==> src/rtl/pc_redirect_ctrl_pkg.sv <==
// Shared constants and types for the fetch-stage PC redirect controller.
package pc_redirect_ctrl_pkg;

    localparam logic [31:0] RESET_PC_DEF  = 32'hBFC0_0000;
    localparam logic [31:0] EXCEPT_VECTOR = 32'hBFC0_0380;

    // Which target source the decode stage selected.
    typedef enum logic [1:0] {
        PCSRC_BRANCH = 2'd0,
        PCSRC_JUMP   = 2'd1,
        PCSRC_JR     = 2'd2,
        PCSRC_NONE   = 2'd3
    } pcsrc_e;

    // Redirect FSM: IDLE, or holding one redirect that arrived during a fetch stall.
    typedef enum logic {
        ST_IDLE = 1'b0,
        ST_PEND = 1'b1
    } redir_state_e;

    // Sequential fetch address; wraps modulo 2^32.
    function automatic logic [31:0] pc_add4(input logic [31:0] pc);
        return pc + 32'd4;
    endfunction

endpackage

==> src/rtl/pc_redirect_ctrl_pc_target_gen.sv <==
// Combinational redirect decision and target address for the decode-stage
// branch/jump/jr. Priority jr > jump > branch; all arithmetic wraps at 32 bits.
module pc_target_gen
    import pc_redirect_ctrl_pkg::*;
(
    input  logic        branch_i,
    input  logic        taken_i,
    input  logic        jump_i,
    input  logic        jr_i,
    input  logic        stall_d_i,
    input  logic [31:0] pcplus4_d_i,
    input  logic [31:0] imm_d_i,
    input  logic [25:0] instr_index_i,
    input  logic [31:0] rs_val_i,
    output logic        redir_o,
    output logic [31:0] target_o
);

    pcsrc_e sel_s;

    // Select the target source; a stalled decode stage never redirects.
    always_comb begin
        sel_s = PCSRC_NONE;
        if (stall_d_i) begin
            sel_s = PCSRC_NONE;
        end else if (jr_i) begin
            sel_s = PCSRC_JR;
        end else if (jump_i) begin
            sel_s = PCSRC_JUMP;
        end else if (branch_i && taken_i) begin
            sel_s = PCSRC_BRANCH;
        end else begin
            sel_s = PCSRC_NONE;
        end
    end

    // Form the target for the selected source.
    always_comb begin
        target_o = 32'h0000_0000;
        redir_o  = 1'b0;
        case (sel_s)
            PCSRC_BRANCH: begin
                target_o = pcplus4_d_i + {imm_d_i[29:0], 2'b00};
                redir_o  = 1'b1;
            end
            PCSRC_JUMP: begin
                target_o = {pcplus4_d_i[31:28], instr_index_i, 2'b00};
                redir_o  = 1'b1;
            end
            PCSRC_JR: begin
                target_o = rs_val_i;
                redir_o  = 1'b1;
            end
            default: begin
                target_o = 32'h0000_0000;
                redir_o  = 1'b0;
            end
        endcase
    end

endmodule

==> src/rtl/pc_redirect_ctrl.sv <==
// Fetch-stage PC register with a one-entry pending-redirect FSM so a branch
// resolved while fetch is stalled still lands after its delay slot.
module pc_redirect_ctrl
    import pc_redirect_ctrl_pkg::*;
#(
    parameter logic [31:0] RESET_PC = RESET_PC_DEF
) (
    input  logic        clk,
    input  logic        resetn,
    input  logic        stall_f,
    input  logic        branch_d,
    input  logic        taken_d,
    input  logic        jump_d,
    input  logic        jr_d,
    input  logic        stall_d,
    input  logic [31:0] pcplus4_d,
    input  logic [31:0] imm_d,
    input  logic [25:0] instr_index_d,
    input  logic [31:0] rs_val_d,
    input  logic        flush_except,
    input  logic [31:0] except_pc,
    output logic [31:0] pc_f,
    output logic [31:0] pcplus4_f,
    output logic        adel_f,
    output logic        pend_valid
);

    redir_state_e state_q, state_d;
    logic [31:0]  pc_q, pc_d;
    logic [31:0]  pend_target_q, pend_target_d;
    logic         redir_s;
    logic [31:0]  target_s;

    pc_target_gen u_target_gen (
        .branch_i      (branch_d),
        .taken_i       (taken_d),
        .jump_i        (jump_d),
        .jr_i          (jr_d),
        .stall_d_i     (stall_d),
        .pcplus4_d_i   (pcplus4_d),
        .imm_d_i       (imm_d),
        .instr_index_i (instr_index_d),
        .rs_val_i      (rs_val_d),
        .redir_o       (redir_s),
        .target_o      (target_s)
    );

    // Next PC / pending target / state; exception flush overrides everything.
    always_comb begin
        state_d       = state_q;
        pc_d          = pc_q;
        pend_target_d = pend_target_q;
        if (flush_except) begin
            pc_d          = except_pc;
            state_d       = ST_IDLE;
            pend_target_d = 32'h0000_0000;
        end else begin
            case (state_q)
                ST_IDLE: begin
                    if (redir_s && !stall_f) begin
                        pc_d = target_s;
                    end else if (redir_s) begin
                        pend_target_d = target_s;
                        state_d       = ST_PEND;
                    end else if (!stall_f) begin
                        pc_d = pc_add4(pc_q);
                    end else begin
                        pc_d = pc_q;
                    end
                end
                ST_PEND: begin
                    // A redirect arriving now is from the delay slot and is dropped.
                    if (!stall_f) begin
                        pc_d    = pend_target_q;
                        state_d = ST_IDLE;
                    end else begin
                        pc_d = pc_q;
                    end
                end
                default: begin
                    state_d       = ST_IDLE;
                    pc_d          = pc_q;
                    pend_target_d = 32'h0000_0000;
                end
            endcase
        end
    end

    // PC register, pending target and FSM state.
    always_ff @(posedge clk or negedge resetn) begin
        if (!resetn) begin
            state_q       <= ST_IDLE;
            pc_q          <= RESET_PC;
            pend_target_q <= 32'h0000_0000;
        end else begin
            state_q       <= state_d;
            pc_q          <= pc_d;
            pend_target_q <= pend_target_d;
        end
    end

    assign pc_f       = pc_q;
    assign pcplus4_f  = pc_add4(pc_q);
    assign adel_f     = (pc_q[1:0] != 2'b00);
    assign pend_valid = (state_q == ST_PEND);

endmodule

==> config.mk <==
export PLATFORM = sky130hd
export DESIGN_NAME = pc_redirect_ctrl
export DESIGN_NICKNAME = d
export VERILOG_FILES = /design/src/rtl/pc_redirect_ctrl_pkg.sv /design/src/rtl/pc_redirect_ctrl_pc_target_gen.sv /design/src/rtl/pc_redirect_ctrl.sv
export SDC_FILE = /design/constraint.sdc
export NUM_CORES = 1
export LEC_CHECK = 0
export CAP_MARGIN = 15
export CORE_UTILIZATION = 41
export DETAILED_ROUTE_END_ITERATION = 7
export MAX_ROUTING_LAYER = met4
export PLACE_DENSITY_LB_ADDON = 0.25
export SYNTH_ARGS = -nofsm -noshare
export SYNTH_HDL_FRONTEND = slang
export SYNTH_HIERARCHICAL = 1
export SYNTH_SLANG_ARGS = --single-unit
==> constraint.sdc <==
create_clock -name clk -period 2 [get_ports clk]
set_input_delay 0.6 -clock clk [delete_from_list [all_inputs] [get_ports clk]]
set_output_delay 0.6 -clock clk [all_outputs]
set_load 0.03 [all_outputs]
# [Word level (Yosys, flattened, before mapping)]
# Index checks and enable logic that the tools add are counted.
[op_classes] n_addsub=2 eq_ne=7 muxes=21 n_bitwise=1 reduce_logical=9
[ops] operator="2-to-1 mux 32 bit" n=9
[ops] operator="one-hot mux 32 bit (3 select lines)" n=1
[ops] operator="one-hot mux 32 bit (2 select lines)" n=1
[ops] operator="adder 32 x 3 -> 32 bit, second input constant" n=1
[ops] operator="adder 32 bit" n=1
[ops] operator="2-to-1 mux 2 bit" n=4
[ops] operator="!= test 4 bit, second input constant" n=2
[ops] operator="AND reduction 3 bit" n=2
[ops] operator="2-to-1 mux 1 bit" n=5
[ops] operator="!= test 2 bit, second input constant" n=2
[ops] operator="nonzero test 2 bit" n=2
[ops] operator="!= test 3 bit, second input constant" n=1
[ops] operator="OR reduction 3 bit" n=1
[ops] operator="equality test 2 x 1 -> 1 bit, second input constant" n=1
[ops] operator="equality test 2 bit, second input constant" n=1
[ops] operator="logical AND 1 bit" n=2
[ops] operator="logical NOT 2 bit" n=1
[ops] operator="one-hot mux 1 bit (2 select lines)" n=1
[ops] operator="logical NOT 1 bit" n=1
[ops] operator="inverter 1 bit" n=1
[word_totals] regBits=65 inputBits=163 output_inout_bits=66 word_cells=43

# [Longest topological paths before layout]
# Gate-level depths: netlist (run 1).
[depth] ltp_word=12 ltp_mapped=15 mapped_depth_nobuf=15

# [Modules after synthesis]
# The synthesis (run 1) kept the hierarchy.
[modules_own_cells] mod="pc_redirect_ctrl" instances=1 cells_each=466 area_per_inst_um2=4050.1 seq_area_each_um2=1637.8
[modules_own_cells] mod="pc_target_gen" instances=1 cells_each=296 area_per_inst_um2=1975.6 seq_area_each_um2=0.0

# [Worst setup path before layout (run 1)]
# Ideal clock, no wire load.
[synth_timing] path_type="input -> register" from="in pcplus4_d[2]" to="reg pc_q[26], in the netlist pc_f[26]" setup_ps=63 arrival_time_ps=3291 t_required_ps=1937 path_slack_ps=-1353 path_stages=15 path_buffers=0 path_cell_list="ha_1 fa_1 a21o_1 a221oi_2 o32a_1 nand2_1 nand3_2 o211a_4 a31oi_1 or4b_1 nand3_1 nor2_1 o21ai_0 a21o_1 o31a_1"
[synth_via] elab_chain_cells=5
[synth_rtl] item="start, declared" line_no="pc_redirect_ctrl.sv:16" rtl="input logic [31:0] pcplus4_d,"
[synth_rtl] item="adder 32 bit" line_no="pc_redirect_ctrl_pc_target_gen.sv:43" rtl="target_o = pcplus4_d_i + {imm_d_i[29:0], 2'b00};"
[synth_rtl] item="one-hot mux 32 bit (3 select lines)" line_no="pc_redirect_ctrl_pc_target_gen.sv:41" rtl="case (sel_s)"
[synth_rtl] item="named net target_s[26]" line_no="pc_redirect_ctrl.sv:32" rtl="logic [31:0] target_s;"
[synth_rtl] item="2-to-1 mux 32 bit" line_no="pc_redirect_ctrl.sv:60" rtl="if (redir_s && !stall_f) begin"
[synth_rtl] item="one-hot mux 32 bit (2 select lines)" line_no="pc_redirect_ctrl.sv:58" rtl="case (state_q)"
[synth_rtl] item="2-to-1 mux 32 bit" line_no="pc_redirect_ctrl.sv:53" rtl="if (flush_except) begin"
[synth_rtl] item="end signal, assigned" line_no="pc_redirect_ctrl.sv:97" rtl="pc_q <= pc_d;"
[synth_rtl] item="end, declared" line_no="pc_redirect_ctrl.sv:29" rtl="logic [31:0] pc_q, pc_d;"
# The timed path passes the listed nets, and every way through them passes these cells.
# A chain may end at the register's enable or synchronous reset.

# [Worst setup path in the final report (run 1)]
[layout_timing] from="in imm_d[0]" to="reg pc_q[26], in the netlist pc_f[26]"
[layout_via] elab_chain_cells=5
[layout_rtl] item="start, declared" line_no="pc_redirect_ctrl.sv:17" rtl="input logic [31:0] imm_d,"
[layout_rtl] item="adder 32 bit" line_no="pc_redirect_ctrl_pc_target_gen.sv:43"
[layout_rtl] item="one-hot mux 32 bit (3 select lines)" line_no="pc_redirect_ctrl_pc_target_gen.sv:41"
[layout_rtl] item="named net target_s[26]" line_no="pc_redirect_ctrl.sv:32"
[layout_rtl] item="2-to-1 mux 32 bit" line_no="pc_redirect_ctrl.sv:60"
[layout_rtl] item="one-hot mux 32 bit (2 select lines)" line_no="pc_redirect_ctrl.sv:58"
[layout_rtl] item="2-to-1 mux 32 bit" line_no="pc_redirect_ctrl.sv:53"
# The timed path passes the listed nets, and every way through them passes these cells.

==> flow_summary.toml, run 1 <==
[die]
start_util_pct = 42.75
num_rows = 43
core-area_sq_mm = 0.01410
die_x_um = 123.2
io-pin-count = 229
dieArea_sq_mm = 0.01519
die_height_um = 123.2

[synthesis]
netlist_instances = 762
yosysWarnings = 6
synth-seq-cells = 65
synth_area_per_cell_sq_um = 7.908
synth.distinct_cells = 69
synth.cell_area_sq_mm = 0.006026
async_flop_share_pct = 100.0
syn_nets = 956
ys.flop_type = "dfrtp_1"
yosysSeqAreaShare_pct = 27.18
synth_edf_count = 0

[routing]
routed_wl_um = 35510
vias = 9505
wl_per_cell_um = 24.59
drc = 0
drt_first_iter_violations = 1049
drtPass1Iterations = 6
vias_per_cell = 6.582
detail-route-antenna-nets = 0

[critical_path]
crit_fanout = 2
crit_start = "imm_d[0]"
r2r_start = "pc_f[7]"
required_ps = 2270
r2r_slack_ps = -360
r2r-end = "pc_f[13]"
ff2ff_path_depth = 11
cp.arrival_ps = 3490
path_class = "primary input to flip-flop"
crit_end = "pc_f[26]"
critPathCaptureType = "flip-flop"
crit_path_start_kind = "primary input"

[sta]
slew_violations = 0
worst_slack_ps = -1219
setup_viol = 86
fin_skew_ps = 8.345
fmax_mhz = 310.7
finalHoldViolCount = 0
post-route-period-util_pct = 160.9
tightest_slew_ps = 722.5
slew_headroom_pct = 51.74
grt_setup_unrepaired = "true"
fin_crit_ps = 3219

[pwr]
p_per_area_mw_per_mm2 = 535.1
combPwrFrac_pct = 56.4
vdd_drop_max_mv = 0.4332
p_sw_share_pct = 38.77
p_clk_share_pct = 21.3
p_int_uw = 4215
cellLeakagePower_uw = 0.005658
p_seq_share_pct = 22.3
p_switching_uw = 2669
power_uw = 6885

[place]
io_buffers = 226
gp_congestion = 0.9404
place_ws_ps = -1905
hpwlAfterDp_um = 19470
place_area_sq_mm = 0.01076

[clock_tree]
numCtsBuffers = 9
cts_buffer_depth = 2
clk-insertion-delay-late_ps = 340
cts_tree = "done"
cts.clk_slew.worst_paths_ps = 60
htree_levels = 3
root_buffer = "clkbuf_16"
cts.sinks = 65

[status]
violations = "setup timing"
status = "complete, but fails checks"

[finish]
diodes = 0
design_area_sq_mm = 0.01287
final_nets = 1455
mostFrequentLayoutCell = "buf_4"
synthToLayoutAreaGrowth_pct = 113.5
layout_common_cells = "264 x buf_4, 117 x clkdlybuf4s50_1, 79 x buf_6"
layout-drive-gt1-share_pct = 50.63

[flow_run]
drv_cap = 0

[global_route]
antenna_found_initial = 0
grt_pass1_wl_um = 45820
grt_usage_pct = 40.77
grt_pass1_vias = 8739
grt_overflow = 0
grt_start_max_net_pins = 66

[worst_hold_path]
hold_class = "primary input to asynchronous set/reset pin"
sequential cells by signal, indices dropped and copies added (netlist names):
| signal | flops |
|---|---|
| pc_f | 32 |
| pend_target_q | 32 |
| pend_valid | 1 |
through the flow:
stage	utilization [%]	setup TNS, ps	cells	hold WS [ps]
after floorplan	-	-30260	762	304.4
after global placement	76.34	-78140	1345	478.4
after detailed placement	76.34	-82800	1345	482.6
after CTS	86.67	-42170	1413	294.6
after global routing	91.27	-57020	1444	294.2
final	91.27	-52560	1444	254.5
worst max-delay path, stage by stage:
cell and delay [ps]:
buf_6 100, ha_4 160, fa_2 340, a21o_1 210, a221oi_4 290, o32a_1 280
nand2_2 90, nand3_2 110, o211a_4 190, a31oi_4 80, or4b_4 490, nand3_2 100
nor2_1 40, o21ai_1 140, a21o_1 140, o31a_1 140
synth_stat cells, types with 19 or more instances:
master	number	share of area [%]
nand3_1	27	2.2
nor3_1	19	1.6
xnor2_1	25	3.6
nand2_1	80	5.0
a21oi_1	50	4.2
ha_1	30	6.2
a22o_1	34	4.9
dfrtp_1	56	23
a22oi_1	31	3.9
o21ai_0	57	4.7
xor2_1	19	2.8
nor2_1	52	3.2
clkbuf_1	50	3.1
routing by layer:
layer | global-route usage (%) | part of all wire, %
met2 | 68.51 | 47
met1 | 47.79 | 36
met3 | 6.504 | 11
met4 | 18.67 | 6.8
met5 | - | 0
area by class of cell:
class                           instances  area (sq um)
Sequential cell                        65          1663
Tap cell                              180         225.2
Inverter                               19         71.32
Multi-Input combinational cell        621          5720
Fill cell                             541          1230
Clock buffer                           14         264.0
Timing Repair Buffer                  545          4922
worst min path at each step:
stage | startpoint | endpoint | slack [ps] | cells past startpoint
floorplan | resetn | pc_f[0] | 300 | 0
global placement | pend_target_q[22] | pend_target_q[22] | 480 | 1
detailed placement | pend_target_q[30] | pend_target_q[30] | 480 | 1
CTS | resetn | pc_f[5] | 290 | 2
global route | resetn | pc_f[5] | 290 | 2
finish | resetn | pc_f[4] | 250 | 2
power groups by stage:
| stage | Clock (uW) | Combinational (uW) | Sequential, uW |
|---|---|---|---|
| after floorplan | 0 | 1260 | 1740 |
| after global placement | 0 | 2910 | 1520 |
| after detailed placement | 0 | 2960 | 1530 |
| after CTS | 1440 | 3350 | 1510 |
| after global routing | 1510 | 4010 | 1540 |
| final | 1460 | 3880 | 1540 |
repair_timing:
item,4_1_cts,5_1_grt
endpoints found under the hold margin,0,0
buffers inserted,58,34
cloned,3,0
hold buffers,0,0
pin swaps,152,97
resized for setup,362,105
endpoints found under the setup margin,124,98
cell families (layout without fill, tap and decap cells):
| group | after synthesis | after routing | share of synthesized area, % |
|---|---|---|---|
| compound gates | 274 | 274 | 31.48 |
| simple gates | 265 | 267 | 22.24 |
| buf+inv | 78 | 578 | 5.274 |
| flops | 65 | 65 | 27.18 |
| xor+xnor | 44 | 44 | 6.395 |
| fa+ha+maj | 31 | 31 | 6.561 |
| mux | 5 | 5 | 0.8721 |
(Power assumes the default switching activity.)
==> run 2, diff against run 1 <==
- CORE_UTILIZATION: 41 -> 35
==> run 2 against run 1 <==
Against the previous run: worst hold slack lost 25 ps; highest routed layer unchanged; register-to-register slack gained 250 ps; the run still ends with setup timing left; cell count grew 3.9%; clock power grew 9.6%; critical path depth is the same; setup slack gained 110 ps.
==> flow_summary.toml, run 2 (synthesized netlist as in run 1, its figures left out) <==
[finish]
nFillCells = 1007
multi_input_area_sq_mm = 0.005827
design_area_sq_mm = 0.01321
seq_area_sq_mm = 0.001663
mostFrequentLayoutCell = "buf_4"
synthToLayoutAreaGrowth_pct = 119.2
layout-drive-gt1-share_pct = 52.58
diodes = 0
layout_common_cells = "275 x buf_4, 118 x clkdlybuf4s50_1, 83 x buf_6"
final_nets = 1469

[critical_path]
path_buf_inv = 1
r2r-end = "pc_f[29]"
critPathCaptureType = "flip-flop"
path_common_cell = "a21o_1"
path_class = "primary input to flip-flop"
crit_path_start_kind = "primary input"
crit_family = "compound AO/OA/AOI/OAI gates"
required_ps = 2280
r2r_slack_ps = -110
ff2ff_path_depth = 9
slowest_delay_ps = 500
crit_slowest_cell = "or4b_4"
crit_chain = "buf_6 -> ha_4 -> fa_2 -> a21o_1 -> a221oi_4 -> o32a_1 -> nand2_2 -> nand3_2 -> o211a_4 -> a31oi_4 -> or4b_4 -> nand3_4 -> nor2_4 -> o21ai_2 -> a21o_1 -> o31a_1"
cp.arrival_ps = 3390
crit_fanout = 2
r2r_start = "pc_f[25]"

[routing]
vias_per_cell = 5.676
detail-route-antenna-nets = 0
routed_wl_um = 29500
vias = 8514
drt_first_iter_violations = 603
wl_per_cell_um = 19.66
drc = 0
drtPass1Iterations = 5

[sta]
fin_skew_ps = 7.262
tightest_slew_ps = 735.3
finalHoldViolCount = 0
grt_setup_unrepaired = "true"
setup_viol = 80
worst_slack_ps = -1105
tns_ps = -44160
post-route-period-util_pct = 155.2
slew_headroom_pct = 50.88
fmax_mhz = 322.1
hold_slack_ps = 229.5
slew_violations = 0
fin_crit_ps = 3105

[die]
io-pin-count = 229
dieArea_sq_mm = 0.01774
num_rows = 47
die_height_um = 133.2
die_x_um = 133.2
core-area_sq_mm = 0.01670
start_util_pct = 36.08

[clock_tree]
htree_levels = 3
cts.clk_slew.worst_paths_ps = 60
postCtsHoldBufs = 0
root_buffer = "clkbuf_16"
cts_buffer_depth = 2
cts.sinks = 65
numCtsBuffers = 9
clk-insertion-delay-late_ps = 340
cts_tree = "done"

[global_route]
grt_pass1_wl_um = 44100
grt_pass1_vias = 8462
grt_usage_pct = 32.57
grt_start_max_net_pins = 27
grt_overflow = 0
antenna_found_initial = 0

[place]
hpwlAfterDp_um = 20130
gp_congestion = 0.9402
io_buffers = 226
place_area_sq_mm = 0.01098
place_ws_ps = -1920

[status]
status = "complete, but fails checks"
violations = "setup timing"

[pwr]
p_per_area_mw_per_mm2 = 526.7
vdd_drop_max_mv = 0.6542
cellLeakagePower_uw = 0.005835

[flow_run]
drv_cap = 0

[worst_hold_path]
hold_class = "primary input to asynchronous set/reset pin"
==> run 2: cell count changes in the layout (fill, tap and decap cells not counted), sizes merged, moves of 2 or more <==
cell	before	now
clkbuf	23	14
buf	374	390
dlymetal6s2s	5	7
clkinvlp	0	2
clkinv	1	3
dlygate4sd2	34	36
==> run 2: repair_timing <==
item                                    4_1_cts  5_1_grt
endpoints found under the hold margin         0        0
endpoints found under the setup margin      124       96
pin swaps                                   176      134
gates resized for setup                     372      105
setup buffers                                71       32
gates cloned                                  2        0
==> run 2: report_power, final <==
group	switching (uW)	leakage (uW)	internal, uW	total [uW]
sequential	88.6	0.000806	1430	1520
combinational	1880	0.00489	1960	3830
clock	607	0.000142	994	1600
==> run 2: metal layers <==
layer | vias to the layer above | part of all wire (%) | track usage, %
met5 | - | 0 | -
met4 | 0 | 2.6 | 9.343
met3 | 66 | 6.3 | 3.729
met2 | 452 | 50 | 55.21
met1 | 4105 | 41 | 40.85
li1 | 3891 | - | -
==> run 2: cell type report <==
cell class              count  share of cell area [%]
clock buffers              11                   1.837
well taps                 220                   2.084
clock inverters             5                  0.4167
repair buffers            560                   38.43
inverters                  19                  0.5399
flip-flops and latches     65                   12.59
multi-input cells         620                   44.11
==> run 2: worst max-delay path by stage <==
stage / startpoint / endpoint / cells after the start
after floorplan: pcplus4_d[2] / pc_f[26] / 15
after global placement: pcplus4_d[2] / pc_f[26] / 16
after detailed placement: pcplus4_d[2] / pc_f[26] / 16
after CTS: imm_d[0] / pc_f[26] / 16
after global routing: pcplus4_d[2] / pc_f[26] / 16
final: pcplus4_d[2] / pc_f[26] / 16
==> run 2: per-stage QoR <==
step | std cells | util (%) | power [uW]
finish | 1500 | 79.10 | 6958
detailed placement | 1403 | 65.73 | 4550
CTS | 1481 | 75.39 | 6622
global route | 1500 | 79.10 | 7225
floorplan | 762 | - | 3003
global placement | 1403 | 65.73 | 4513
==> run 2: worst reg2reg max path, cell delays in order (launching register included) <==
cell,delay [ps]
dfstp_2,550
nand4_1,200
buf_4,210
nor4_4,210
buf_4,170
a21o_1,180
buf_4,140
buf_4,90
a31oi_1,70
a211o_1,230
==> run 3, diff against run 2 <==
- CORE_UTILIZATION: 35 -> 40
- CTS_CLUSTER_SIZE: default -> 12
==> run 3 against run 2 <==
Against the previous run: the flow still finishes with violations (setup timing); combinational power hardly changed; setup slack lost 120 ps; non-clock buffer count down 10; critical path type unchanged; largest cell class unchanged.
==> flow_summary.toml, run 3 (synthesized netlist as in run 1, its figures left out) <==
[finish]
layout-drive-gt1-share_pct = 52.01
utilization_pct = 89.18
design_area_sq_mm = 0.01301
mostFrequentLayoutCell = "buf_4"
synthToLayoutAreaGrowth_pct = 115.9
diodes = 0
final_nets = 1458
layout_common_cells = "276 x buf_4, 119 x clkdlybuf4s50_1, 74 x buf_6"

[place]
hpwlAfterDp_um = 19490
gp_congestion = 0.9159
io_buffers = 226
place_ws_ps = -1839
place_area_sq_mm = 0.01073

[global_route]
grt_overflow = 0
grt_start_max_net_pins = 66
grt_usage_pct = 37.54
grt_pass1_vias = 8671
grt_pass1_wl_um = 45370
antenna_found_initial = 0

[sta]
grt_setup_unrepaired = "true"
post-route-period-util_pct = 161.4
finalHoldViolCount = 0
fmax_mhz = 309.7
slew_violations = 0
tns_ps = -51940
setup_viol = 84
slew_headroom_pct = 53.78
hold_slack_ps = 270.0
fin_skew_ps = 9.994
worst_slack_ps = -1229
tightest_slew_ps = 691.9
fin_crit_ps = 3229

[die]
num_rows = 44
die_height_um = 124.7
core-area_sq_mm = 0.01459
io-pin-count = 229
start_util_pct = 41.30
dieArea_sq_mm = 0.01556
die_x_um = 124.7

[critical_path]
ff2ff_path_depth = 9
path_class = "primary input to flip-flop"
cp.arrival_ps = 3480
crit_fanout = 2
crit_path_start_kind = "primary input"
critPathCaptureType = "flip-flop"
required_ps = 2250

[pwr]
vdd_drop_max_mv = 0.3285
cellLeakagePower_uw = 0.005739
p_per_area_mw_per_mm2 = 543.3

[routing]
drc = 0
detail-route-antenna-nets = 0
vias_per_cell = 6.172
wl_per_cell_um = 22.38
routed_wl_um = 32510
drt_first_iter_violations = 891
drtPass1Iterations = 5
vias = 8968

[clock_tree]
cts_tree = "done"
numCtsBuffers = 9
htree_levels = 3
cts.sinks = 65
root_buffer = "clkbuf_16"
cts_buffer_depth = 2
clk-insertion-delay-late_ps = 340
cts.clk_slew.worst_paths_ps = 60

[flow_run]
drv_cap = 0

[status]
status = "complete, but fails checks"
violations = "setup timing"

[worst_hold_path]
hold_class = "primary input to asynchronous set/reset pin"
-- run 3: cell types whose count changed in the layout (fill, tap and decap cells not counted), sizes merged, moves of 2 or more --
| cell | previous run | this run |
|---|---|---|
| buf | 390 | 383 |
| dlygate4sd2 | 36 | 27 |
| clkinvlp | 2 | 0 |
| dlymetal6s2s | 7 | 9 |
| clkbuf | 14 | 21 |
| clkinv | 3 | 1 |
-- run 3: what timing repair did --
| item | 4_1_cts | 5_1_grt |
|---|---|---|
| hold buffers | 0 | 0 |
| endpoints found under the setup margin | 124 | 100 |
| gates resized for setup | 356 | 139 |
| pin swaps | 172 | 146 |
| hold endpoints to repair | 0 | 0 |
| setup buffers | 79 | 41 |
-- run 3: layer usage --
layer	up-vias	track usage, %	share of wire (%)
li1	3877	-	-
met3	166	3.952	8.0
met4	0	11.69	5.2
met1	4321	45.93	38
met2	604	64.71	49
met5	-	-	0
-- run 3: report_power, final --
group	leakage [uW]	switching (uW)	total [uW]	internal, uW
logic	0.00477	1920	3800	1880
registers	0.000806	95.2	1530	1430
clock network	0.000162	600	1740	1140
total	0.00574	2620	7070	4450
-- run 3: critical path, stage by stage --
cell	delay [ps]
buf_6	100
ha_4	160
fa_2	360
a21o_1	210
a221oi_2	310
o32a_1	260
nand2_2	90
buf_4	150
buf_6	110
buf_6	110
buf_6	100
buf_4	120
buf_4	120
buf_4	140
xnor2_4	130
o21ai_4	210
o21ai_2	70
o21ai_1	130
-- run 3: layout make-up --
cell class                 count  area [sq um]
tap                          184         230.2
sequential                    65          1663
clock inverter                 1         30.03
fill                         642          1579
timing repair buffer         550          4941
multi-input combinational    619          5774
clock buffer                  15         297.8
inverter                      19         73.82
-- run 3: through the flow --
step	power [uW]	instances
finish	7068	1453
global route	7312	1453
CTS	6598	1430
detailed placement	4481	1346
global placement	4436	1346
floorplan	3003	762
-- run 3: final timing paths --
path | start | endpoint | slack [ps]
setup / recovery | imm_d[0] | pc_f[14] | -1230
hold / removal | resetn | pc_f[4] | 270
setup reg to reg | pc_f[8] | pc_f[9] | -190
hold reg to reg | pend_target_q[28] | pend_target_q[28] | 490
max in group asynchronous | resetn | pc_f[24] | 1380
min in group clk | pend_target_q[28] | pend_target_q[28] | 490
